`src/rtl/univ_shift_pkg.sv`:
```
// Shared constants for the universal shift register: mode encodings and
// the supported width range.
package univ_shift_pkg;

  // Mode select encodings applied on the M input
  typedef enum logic [1:0] {
    MODE_HOLD = 2'b00,
    MODE_SHR  = 2'b01,
    MODE_SHL  = 2'b10,
    MODE_LOAD = 2'b11
  } shift_mode_e;

  // Supported register widths
  localparam int WIDTH_MIN = 2;
  localparam int WIDTH_MAX = 32;

endpackage : univ_shift_pkg

```
`src/rtl/dff_re_cell.sv`:
```
// Single storage bit: positive-edge D flip-flop with asynchronous
// active-high reset and a complementary output.
module dff_re_cell
  import univ_shift_pkg::*;
(
  input  logic D,
  input  logic C,
  input  logic RE,
  output logic Q,
  output logic Qnot
);

  logic r_q;

  // Capture D on the rising edge; RE clears the bit immediately
  always_ff @(posedge C or posedge RE) begin
    if (RE) begin
      r_q <= 1'b0;
    end else begin
      r_q <= D;
    end
  end

  // Qnot is derived from the same flop, so it is ~Q even during reset
  assign Q    = r_q;
  assign Qnot = ~r_q;

endmodule : dff_re_cell

```
`src/rtl/univ_shift_reg.sv`:
```
// Universal shift register: hold, shift right, shift left or parallel load,
// with optional rotate. Each bit is a dff_re_cell fed by a gate-level 4:1
// next-state multiplexer. Intended WIDTH range is WIDTH_MIN..WIDTH_MAX.
module univ_shift_reg
  import univ_shift_pkg::*;
#(
  parameter int WIDTH = 4
) (
  input  logic             C,
  input  logic             RE,
  input  logic [1:0]       M,
  input  logic [WIDTH-1:0] D,
  input  logic             SR,
  input  logic             SL,
  input  logic             RO,
  output logic [WIDTH-1:0] Q,
  output logic [WIDTH-1:0] Qnot,
  output logic             SO
);

  // Decoded select lines shared by every bit's multiplexer
  logic w_m0;
  logic w_m0_n;
  logic w_m1;
  logic w_m1_n;
  logic w_ro;
  logic w_ro_n;

  assign w_m0   = M[0];
  assign w_m0_n = ~M[0];
  assign w_m1   = M[1];
  assign w_m1_n = ~M[1];
  assign w_ro   = RO;
  assign w_ro_n = ~RO;

  // Serial sources for the edge bits: the vacated bit when rotating,
  // otherwise the external serial input.
  logic w_msb_src;
  logic w_lsb_src;

  assign w_msb_src = (w_ro & Q[0])       | (w_ro_n & SR);
  assign w_lsb_src = (w_ro & Q[WIDTH-1]) | (w_ro_n & SL);

  logic [WIDTH-1:0] w_next;

  genvar gi;
  generate
    for (gi = 0; gi < WIDTH; gi++) begin : g_bit
      logic w_right_src;  // value arriving on a shift right
      logic w_left_src;   // value arriving on a shift left
      logic w_lo;         // M[0] selects hold vs shift right
      logic w_hi;         // M[0] selects shift left vs load

      if (gi == WIDTH - 1) begin : g_msb
        assign w_right_src = w_msb_src;
      end else begin : g_mid_r
        assign w_right_src = Q[gi+1];
      end

      if (gi == 0) begin : g_lsb
        assign w_left_src = w_lsb_src;
      end else begin : g_mid_l
        assign w_left_src = Q[gi-1];
      end

      // Two 2:1 levels from AND/OR gates: M[0] picks within a pair, M[1]
      // picks the pair.
      assign w_lo       = (Q[gi] & w_m0_n)      | (w_right_src & w_m0);
      assign w_hi       = (w_left_src & w_m0_n) | (D[gi] & w_m0);
      assign w_next[gi] = (w_lo & w_m1_n)       | (w_hi & w_m1);

      dff_re_cell u_cell (
        .D    (w_next[gi]),
        .C    (C),
        .RE   (RE),
        .Q    (Q[gi]),
        .Qnot (Qnot[gi])
      );
    end
  endgenerate

  // Shift-out shows the bit that the selected shift is about to drop
  assign SO = (M == MODE_SHR) ? Q[0] :
              (M == MODE_SHL) ? Q[WIDTH-1] : 1'b0;

endmodule : univ_shift_reg

```
`config.mk`:
```
export PLATFORM = sky130hd
export DESIGN_NAME = univ_shift_reg
export DESIGN_NICKNAME = d
export VERILOG_FILES = /design/src/rtl/univ_shift_pkg.sv /design/src/rtl/dff_re_cell.sv /design/src/rtl/univ_shift_reg.sv
export SDC_FILE = /design/constraint.sdc
export NUM_CORES = 1
export LEC_CHECK = 0
export ABC_CLOCK_PERIOD_IN_PS = 1400
export CAP_MARGIN = 30
export CORE_AREA = 4 4 41 43
export DETAILED_ROUTE_END_ITERATION = 12
export DIE_AREA = 0 0 45 47
export DONT_BUFFER_PORTS = 1
export PLACE_DENSITY_LB_ADDON = 0.1
export SETUP_SLACK_MARGIN = 0.3
export SLEW_MARGIN = 20
export SYNTH_ARGS = -nofsm -noshare
export SYNTH_HDL_FRONTEND = slang
export SYNTH_SLANG_ARGS = --single-unit
```
`constraint.sdc`:
```
create_clock -name C -period 1.4 [get_ports C]
set_input_delay 0.28 -clock C [delete_from_list [all_inputs] [get_ports C]]
set_output_delay 0.28 -clock C [all_outputs]
set_load 0.01 [all_outputs]
```
==> impl_results.md, run 1 <==
- Clock skew: roughly 0.0015 ns
- Fmax achieved: 0.804 GHz
- Syn nets: 38
- Synth cell count leaders: buf_4 (8), inv_1 (5), dfrtp_1 (4), mux4_2 (4)
- Post-CTS setup repair buffer count: 0
- Total iterations of the first detailed-routing run: 2
- Ports: 20
- Via-to-Cell Ratio: approximately 4.8
- Tightest Hold Check Type: input port to flop
- Total power: between 400 and 500 uW
- Yosys reg bits: 4
- Largest net degree at the start of global routing: 7
- Synth async-reset ratio: 100%
- Outcome: finished clean
- Nets: 37
- Synth warn: 0
- Clk sinks: 4
- Crit-path max FO: 5
- Least-Margin Pin Slew: 0.150 ns
- Avg Cell Area, Syn: between 10 and 15 um^2
- Clk pin slew, worst setup/hold paths: 0.04 ns
- Post-route ant nets: 0
- Gr usage total: under 10%
- TritonCTS clock tree: built
- Die width: ~45 um
- Max Cap Viol: 0
- Setup TNS: 0 ns
- Fin crit period: between 1 and 1.5 ns
- Number of diodes: 0
- CTS H-tree lvls: 1
- Cell accounting for the most synthesized area: dfrtp_1
- FP Rows: 13
- Later-pin clock latency in the skew report: 0.23 ns
- Core ar.: 1300 um^2
- Crit. End Element: primary output
- Slowest CP cell: dfrtp_1
- Max incr delay on CP: roughly 0.37 ns
- Finished Layout Cells: 39
- Slew HR: between 80% and 90%
- Pins Over Slew Limit: 0
- GR Overflow Total: 0
- Crit start category: flop
- Mapped Cells: 27
- Wire length per cell: 16.4 um
- Ranking of synthesized cells by area: dfrtp_1 (32%), mux4_2 (29%), buf_4 (19%), mux2_2 (7.3%), inv_1 (6.0%)
- # setup viols final: 0
- Final worst path period share: 88.9%
- EDFF count, synth: 0
- Leak: between 0.00015 and 0.0002 uW
- CP Class: flop to primary output
- CP cell instances: buf_6 -> nand2_4 -> o22ai_4
- # DRC: 0
- IO Port Bufs: 0
- Sequential cell area fraction in the yosys report: around a third
- Fillers: 148
- Vias in the first global route: 245
- Vias: approximately 190
- Yosys cell types: 8
- Netlist Area Pre-Place: ~310 um^2
- Post-Route Utilization: between 20% and 30%
- Die Y-Extent: 47 um
- Most numerous cell in the Yosys netlist: buf_4
- Yosys top cell area share: 32.3%
- Fin. Hold Viols: 0
- Clock buffer depth: 2
- Antenna violations before repair: 0
- Drt total wl: roughly 640 um
- Global-route wire length before repair: about 1000 um
- CTS Buf Count: 3
- Power per Cell Area: approximately 1400 nW/um^2
- Placed cell count: 35
- Syn-to-layout area delta: 16.1%
- CP required: roughly 1.1 ns
- DIE AREA: 2120 um^2
- Initial core utilization: about a quarter
- Final GP Congestion: 0.640
- Max rail drop VDD: around 0.37 mV
- Top FF cell, synth: dfrtp_1
- CTS Root Cell: clkbuf_4
- RSZ-0062 raised after global routing: yes
- Proportion of layout cells with a drive suffix above 1: 79.2%
- DP Wirelength: 520 um
- DRT iter0 DRCs: 1
- Worst Path Arrival: between 0.9 and 1 ns
[worst paths after layout]
kind	start	to	slack, ns	cells after the start
setup / recovery	flop	SO	0.16	3
hold / removal	M[1]	flop	0.23	1
setup reg to reg	flop	flop	0.17	2
hold reg to reg	flop	flop	0.70	1
max in group asynchronous	RE	asynchronous set/reset pin	0.86	2
min in group asynchronous	RE	asynchronous set/reset pin	0.38	2
[final cells by class]
cell class / instances / area (um^2) / share of cell area [%]
clock buffer: 3 / 22.5 / 6.25
inverter: 5 / 21.3 / 5.90
multi-input combinational: 9 / 163 / 45.1
sequential: 4 / 103 / 28.5
tap: 15 / 18.8 / 5.21
timing repair buffer: 3 / 32.5 / 9.03
[what timing repair did]
item / 4_1_cts / 5_1_grt
endpoints found under the setup margin: 9 / 9
hold buffers: 1 / 0
endpoints found under the hold margin: 4 / 0
gates resized for setup: 11 / 3
pin swaps: 2 / 1
[critical path: cells and delay by family, from the launching register on]
| family | cells | cell delay (ns) |
|---|---|---|
| flops | 1 | 0.37 |
| buf+inv | 1 | 0.15 |
| simple gates | 1 | 0.06 |
| compound gates | 1 | 0.15 |
[cell usage in the layout, fill, tap and decap left out]
cell           synthesis  final
inv_1                  5      2
mux2_4                 0      2
inv_4                  0      1
dfrtp_2                0      2
nand2_4                0      2
o22ai_4                0      1
clkbuf_4               0      3
dlygate4sd3_1          0      1
dfrtp_1                4      2
inv_2                  0      2
mux4_2                 4      4
buf_6                  0      2
[per-layer routing]
metal | share of wire [%] | vias up | track usage, %
li1 | - | 77 | -
met1 | 40 | 89 | 7.01
met2 | 42 | 19 | 10.5
met3 | 14 | 2 | 3.45
met4 | 3.3 | 0 | 12.3
met5 | 0 | - | 0
[power breakdown]
group          leakage [uW]  internal (uW)  total, uW  switching (uW)
logic             0.0000989           96.3        171            74.5
registers         0.0000448            145        185            40.1
clock network     0.0000138           95.7        140            43.9
total              0.000157            337        495             158
[through the flow]
stage                     area (um^2)  hold WS, ns  setup WS [ns]
after floorplan                   318       0.0461          0.185
after global placement            287       0.0692          0.194
after detailed placement          287       0.0608          0.190
after CTS                         355        0.223          0.132
after global routing              360        0.221          0.110
final                             360        0.233          0.156
[logic make-up after synthesis]
logic type | synth area share (%)
AO/OA/AOI/OAI | 2.02
buffers and inverters | 27.0
flip-flops | 32.3
multiplexers | 36.3
AND/OR/NAND/NOR | 2.42
(Power assumes the default switching activity.)
==> run 2: changes to the inputs <==
--- a/config.mk
+++ b/config.mk
@@ -5,6 +5,7 @@
 export SDC_FILE = /design/constraint.sdc
 export NUM_CORES = 1
 export LEC_CHECK = 0
+export ABC_AREA = 1
 export ABC_CLOCK_PERIOD_IN_PS = 1400
 export CAP_MARGIN = 30
 export CORE_AREA = 4 4 41 43
==> run 2 against run 1 <==
  * Worst setup slack improved by 0.13 ns
  * Clock power up 4%
  * Critical path depth fell by 1
  * Maximum frequency up 12%
  * Global-route usage is 0.65 points higher
  * Core utilization down 0.48 points
  * Sequential cell count unchanged
  * Largest cell class unchanged
==> impl_results.md, run 2 <==
- Outcome: finished clean
- GR Overflow Total: 0 (unchanged)
- Yosys reg bits: 4 (unchanged)
- Pins Over Slew Limit: 0 (unchanged)
- DIE AREA: 2120 um^2 (unchanged)
- Yosys cell types: 12 (+4)
- Hold WS: 0.163 ns (-0.0699 ns)
- Die Y-Extent: 47 um (unchanged)
- EDFF count, synth: 0 (unchanged)
- Max rail drop VDD: 0.297 mV (-19%)
- Avg Cell Area, Syn: 6.43 um^2 (-44%)
- Number of diodes: 0 (unchanged)
- Clock skew: 0.00184 ns (+0.000330 ns)
- Mapped Cells: 57 (+110%)
- Proportion of layout cells with a drive suffix above 1: 30.8% (-48 points)
- Tightest Hold Check Type: input port to flop
- # setup viols final: 0 (unchanged)
- Sequential cell area fraction in the yosys report: 27.3% (-5.0 points)
- Max Cap Viol: 0 (unchanged)
- Total iterations of the first detailed-routing run: 2 (unchanged)
- Global-route wire length before repair: 1230 um (+19%)
- Clock buffer depth: 2 (unchanged)
- Gr usage total: 8.39% (+0.65 points)
- Syn-to-layout area delta: -3.41%
- Vias in the first global route: 291 (+19%)
- WP buf/inv: 0 (-1)
- Final worst path period share: 79.3% (-9.6 points)
- Initial core utilization: 28.2% (+4.3 points)
- Final GP Congestion: 0.707 (+10%)
- Netlist Area Pre-Place: 367 um^2 (+18%)
- Antenna violations before repair: 0 (unchanged)
- DP Wirelength: 696 um (+34%)
- Fillers: 157 (+6.1%)
- Ports: 20 (unchanged)
- Crit path max-delay family: flip-flops
- Least-Margin Pin Slew: 0.188 ns (+0.0375 ns)
- RSZ-0062 raised after global routing: yes
- CP cell instances: nand2_2 -> nand2_2
- Slew HR: 87.5% (-2.5 points)
- Ranking of synthesized cells by area: dfrtp_1 (27%), nand2_1 (22%), buf_4 (16%), nand3_1 (8.2%), inv_1 (7.2%)
- Clk sinks: 4 (unchanged)
- Most frequent cells in the layout: nand2_1 (19), nand3_1 (6), inv_2 (5)
- CP required: 1.12 ns (about the same)
- Crit. path cell count: 2 (-1)
- Syn nets: 68 (+79%)
- Worst hold stages: 2 (+1)
- Leak: 0.000185 uW (+18%)
- Drt total wl: 842 um (+32%)
- Worst Path Arrival: 0.83 ns (-0.13 ns)
- Post-route ant nets: 0 (unchanged)
- Slowest CP cell: dfrtp_2
- Synth async-reset ratio: 100% (unchanged)
- Top FF cell, synth: dfrtp_1
- IO Port Bufs: 0 (unchanged)
- Fin. Hold Viols: 0 (unchanged)
- CP Class: flop to primary output
- Crit-path max FO: 4 (-1)
- DRT iter0 DRCs: 2 (+1)
- Core ar.: 1300 um^2 (unchanged)
- Crit start category: flop
- Later-pin clock latency in the skew report: 0.23 ns (about the same)
- Setup TNS: 0 ns (unchanged)
- CTS Root Cell: clkbuf_4
- Commonest non-fill, non-tap cell in the layout: nand2_1
- Largest net degree at the start of global routing: 12 (+5)
- R2R depth: 4 (+2)
- CTS H-tree lvls: 1 (unchanged)
- Max incr delay on CP: 0.45 ns (+0.08 ns)
- Power per Cell Area: 1080 nW/um^2 (-21%)
- Die width: 45 um (unchanged)
- Vias: 294 (+57%)
- TritonCTS clock tree: built
- Nets: 65 (+76%)
- Wire length per cell: 12.6 um (-23%)
- R2R setup slack: 0.53 ns (+0.36 ns)
- Min-delay src: M[1]
- FP Rows: 13 (unchanged)
- # DRC: 0 (unchanged)
- Cell accounting for the most synthesized area: dfrtp_1
- Most numerous cell in the Yosys netlist: nand2_1
- Synth warn: 0 (unchanged)
- Most frequent CP cell: nand2_2
- Clk pin slew, worst setup/hold paths: 0.04 ns (about the same)
- CTS Buf Count: 3 (unchanged)
- Crit. End Element: primary output
- Fin crit period: 1.11 ns (-0.134 ns)
- Fmax achieved: 0.901 GHz (+12%)
- Synth cell count leaders: nand2_1 (21), buf_4 (8), inv_1 (7)
- Yosys top cell area share: 27.3% (-5.0 points)
- Via-to-Cell Ratio: 4.39 (-8.5%)
==> run 2: cell count changes after synthesis, moves of 3 or more <==
cell     delta
o21ai_0     +3
mux4_2      -4
nand3_1     +6
nand2_1    +19
==> run 2: cell families (layout without fill, tap and decap cells) <==
family          after synthesis  in the layout  synth area share, %
simple gates                 33             33                 41.0
compound gates                3              3                 4.09
flops                         4              4                 27.3
buf+inv                      17             12                 27.6
==> run 2: how the worst max path moves through the flow <==
stage               to  from
3_3_place_gp        SO  M[0]
6_report            SO  flop
3_5_place_dp      flop  flop
2_1_floorplan       SO  M[0]
4_1_cts        Qnot[3]  flop
5_1_grt             SO  flop
==> run 2: final cells by class <==
cell class,count,area [um^2],area share (%)
Multi-Input combinational cell,36,170,48.1
Inverter,8,30.0,8.48
Sequential cell,4,103,29.0
Tap cell,15,18.8,5.30
Clock buffer,3,22.5,6.36
Timing Repair Buffer,1,10.0,2.83
==> run 2: what timing repair did <==
action | 4_1_cts | 5_1_grt
pin swaps | 2 | 0
hold buffers | 1 | 0
buffers inserted | 0 | 0
endpoints found under the hold margin | 4 | 0
setup endpoints to repair | 4 | 4
gates resized for setup | 4 | 4
==> run 2: per-layer routing <==
metal / track usage (%) / routed length, um / up-vias
li1: - / - / 155
met1: 9.59 / 356 / 120
met2: 11.9 / 369 / 17
met3: 3.83 / 108 / 2
met4: 7.02 / 8 / 0
met5: 0 / 0 / -
==> run 2: report_power, final <==
group | total, uW | switching (uW) | internal [uW]
Combinational | 79.5 | 51.4 | 28.1
Clock | 145 | 49.3 | 96.0
Sequential | 158 | 25.4 | 132
Total | 382 | 126 | 256
==> run 2: metrics by stage <==
stage	total power, uW	utilization (%)	area, um^2	std cells	setup WS (ns)
finish	382	27.2	354	67	0.290
global route	410	27.2	354	67	0.256
CTS	391	27.1	353	67	0.276
global placement	233	24.1	314	63	0.437
detailed placement	233	24.1	314	63	0.462
floorplan	260	-	367	57	0.474
==> run 3: changes to the inputs <==
--- a/config.mk
+++ b/config.mk
@@ -6,7 +6,7 @@
 export NUM_CORES = 1
 export LEC_CHECK = 0
 export ABC_AREA = 1
-export ABC_CLOCK_PERIOD_IN_PS = 1400
+export ABC_CLOCK_PERIOD_IN_PS = 1000
 export CAP_MARGIN = 30
 export CORE_AREA = 4 4 41 43
 export DETAILED_ROUTE_END_ITERATION = 12
==> constraint.sdc (replaced) <==
create_clock -name C -period 1 [get_ports C]
set_input_delay 0.2 -clock C [delete_from_list [all_inputs] [get_ports C]]
set_output_delay 0.2 -clock C [all_outputs]
set_load 0.01 [all_outputs]
==> run 3 against run 2 <==
  * The run now ends with negative setup slack left
  * Via count is 7.1% higher
  * Final area up 16%
  * Hold slack got worse by 0.063 ns
  * Combinational power grew 94%
  * Global-route usage up 1.2 points
==> impl_results.md, run 3 (same netlist as run 2, synthesis figures left out) <==
- Tightest Hold Check Type: input port to flop
- Core ar.: 1300 um^2 (unchanged)
- Crit path max-delay family: flip-flops
- Least-Margin Pin Slew: 0.191 ns (+0.00276 ns)
- Clk sinks: 4 (unchanged)
- Vias in the first global route: 330 (+13%)
- Antenna violations before repair: 0 (unchanged)
- # setup viols final: 2 (+2)
- Clock skew: 0.00295 ns (+0.00111 ns)
- Pre-CTS setup slack: 0.0452 ns (-0.417 ns)
- Number of diodes: 0 (unchanged)
- Clk pin slew, worst setup/hold paths: 0.04 ns (about the same)
- Post-route ant nets: 0 (unchanged)
- Via-to-Cell Ratio: 4.57 (+4.0%)
- PnR worst setup slack: -0.0265 ns (-0.316 ns)
- TritonCTS clock tree: built
- FP Rows: 13 (unchanged)
- Slew HR: 87.2% (-0.22 points)
- Final GP Congestion: 0.690 (-2.4%)
- Clock buffer depth: 2 (unchanged)
- Crit. End Element: primary output
- # DRC: 0 (unchanged)
- Fin crit period: just over 1 ns
- DIE AREA: 2120 um^2 (unchanged)
- CP required: 0.80 ns (-0.32 ns)
- Drt total wl: 866 um (+2.9%)
- Most frequent CP cell: nand2_2
- Initial core utilization: 28.2% (unchanged)
- Ports: 20 (unchanged)
- Max rail drop VDD: 0.560 mV (+89%)
- Nets: 67 (+3.1%)
- Max Cap Viol: 0 (unchanged)
- Final worst path period share: 103%
- Most frequent cells in the layout: nand2_1 (16), inv_2 (4), nand3_2 (4), nand2_2 (4)
- Die Y-Extent: 47 um (unchanged)
- Gr usage total: 9.56% (+1.2 points)
- WP buf/inv: 0 (unchanged)
- CP Class: flop to primary output
- Pins Over Slew Limit: 0 (unchanged)
- Total iterations of the first detailed-routing run: 4 (+2)
- R2R setup slack: 0.12 ns (-0.41 ns)
- Crit start category: flop
- Leak: 0.000209 uW (+13%)
- Power per Cell Area: 1410 nW/um^2 (+30%)
- Die width: 45 um (unchanged)
- CTS Root Cell: clkbuf_4
- Syn-to-layout area delta: 12.3%
- Proportion of layout cells with a drive suffix above 1: 48.1% (+17 points)
- RSZ-0062 raised after global routing: yes
- Later-pin clock latency in the skew report: 0.24 ns (about the same)
- Wire length per cell: 12.6 um (-0.13%)
- Global-route wire length before repair: 1410 um (+15%)
- CTS H-tree lvls: 1 (unchanged)
- CTS Buf Count: 3 (unchanged)
- Largest net degree at the start of global routing: 12 (unchanged)
- Commonest non-fill, non-tap cell in the layout: nand2_1
- Slowest CP cell: dfrtp_2
- Failing checks: negative setup slack
- Fmax achieved: slightly below 1 GHz
- Worst Path Arrival: 0.83 ns (about the same)
- CP cell instances: nand2_2 -> nand2_2
- Fin. Hold Viols: 0 (unchanged)
- DRT iter0 DRCs: 5 (+3)
- DP Wirelength: 703 um (+0.93%)
- Crit-path max FO: 4 (unchanged)
- IO Port Bufs: 0 (unchanged)
- GR Overflow Total: 0 (unchanged)
- Max incr delay on CP: 0.45 ns (about the same)
- Total power: 580 uW (+52%)
- Vias: 315 (+7.1%)
- Outcome: finished with violations
[run 3: cell count changes in the layout (fill, tap and decap cells not counted)]
cell     before  now
buf_6         0    2
dfrtp_1       2    1
dfrtp_2       2    3
inv_2         5    4
inv_4         0    1
nand2_1      19   16
nand2_2       2    4
nand2_4       0    1
nand3_1       6    3
nand3_2       1    4
o21ai_0       3    2
o21ai_2       0    1
[run 3: metrics by stage]
step / std cells / setup TNS (ns) / instance area [um^2] / utilization, % / hold slack [ns]
floorplan: 57 / 0 / 388 / - / -0.0339
global placement: 64 / 0 / 324 / 24.9 / -0.00422
detailed placement: 64 / 0 / 324 / 24.9 / -0.00282
CTS: 69 / -0.0748 / 403 / 31.0 / 0.0961
global route: 69 / -0.127 / 412 / 31.6 / 0.103
finish: 69 / -0.0314 / 412 / 31.6 / 0.0995
[run 3: power by group]
part | switching, uW | total (uW) | leakage, uW | internal, uW
clock network | 66.8 | 201 | 0.0000138 | 134
logic | 88.9 | 154 | 0.000152 | 65.2
registers | 38.5 | 225 | 0.0000437 | 186
total | 194 | 580 | 0.000209 | 386
[run 3: worst paths after layout]
path,from,end,depth (start not counted)
worst max register to register,flop,flop,5
max in group asynchronous,RE,asynchronous set/reset pin,2
worst min register to register,flop,flop,4
worst min-delay path,M[1],flop,2
worst max-delay path,flop,SO,2
min in group asynchronous,RE,asynchronous set/reset pin,2
[run 3: what timing repair did]
| item | CTS | global route |
|---|---|---|
| gates resized for setup | 14 | 3 |
| setup buffers | 1 | 0 |
| endpoints found under the setup margin | 13 | 13 |
| endpoints found under the hold margin | 4 | 0 |
| pin swaps | 4 | 1 |
| hold buffers | 1 | 0 |
[run 3: cell type report]
class	instances	area, um^2
inverter	8	32.5
sequential	4	104
multi-input combinational	36	201
clock buffer	3	22.5
timing repair buffer	3	32.5
fill	147	890
tap	15	18.8
[run 3: metal layers]
metal	GRT usage, %	vias up	wire, um
li1	-	161	-
met1	11.4	138	397
met2	13.8	16	388
met3	3.83	0	80
met4	7.02	0	0
met5	0	-	0
[run 3: worst register-to-register path, stage by stage, from the launching register on]
cell and delay, ns:
dfrtp_1 0.41, buf_6 0.14, nand2_4 0.07, nand3_2 0.05, nand2_1 0.06, nand2_1 0.04
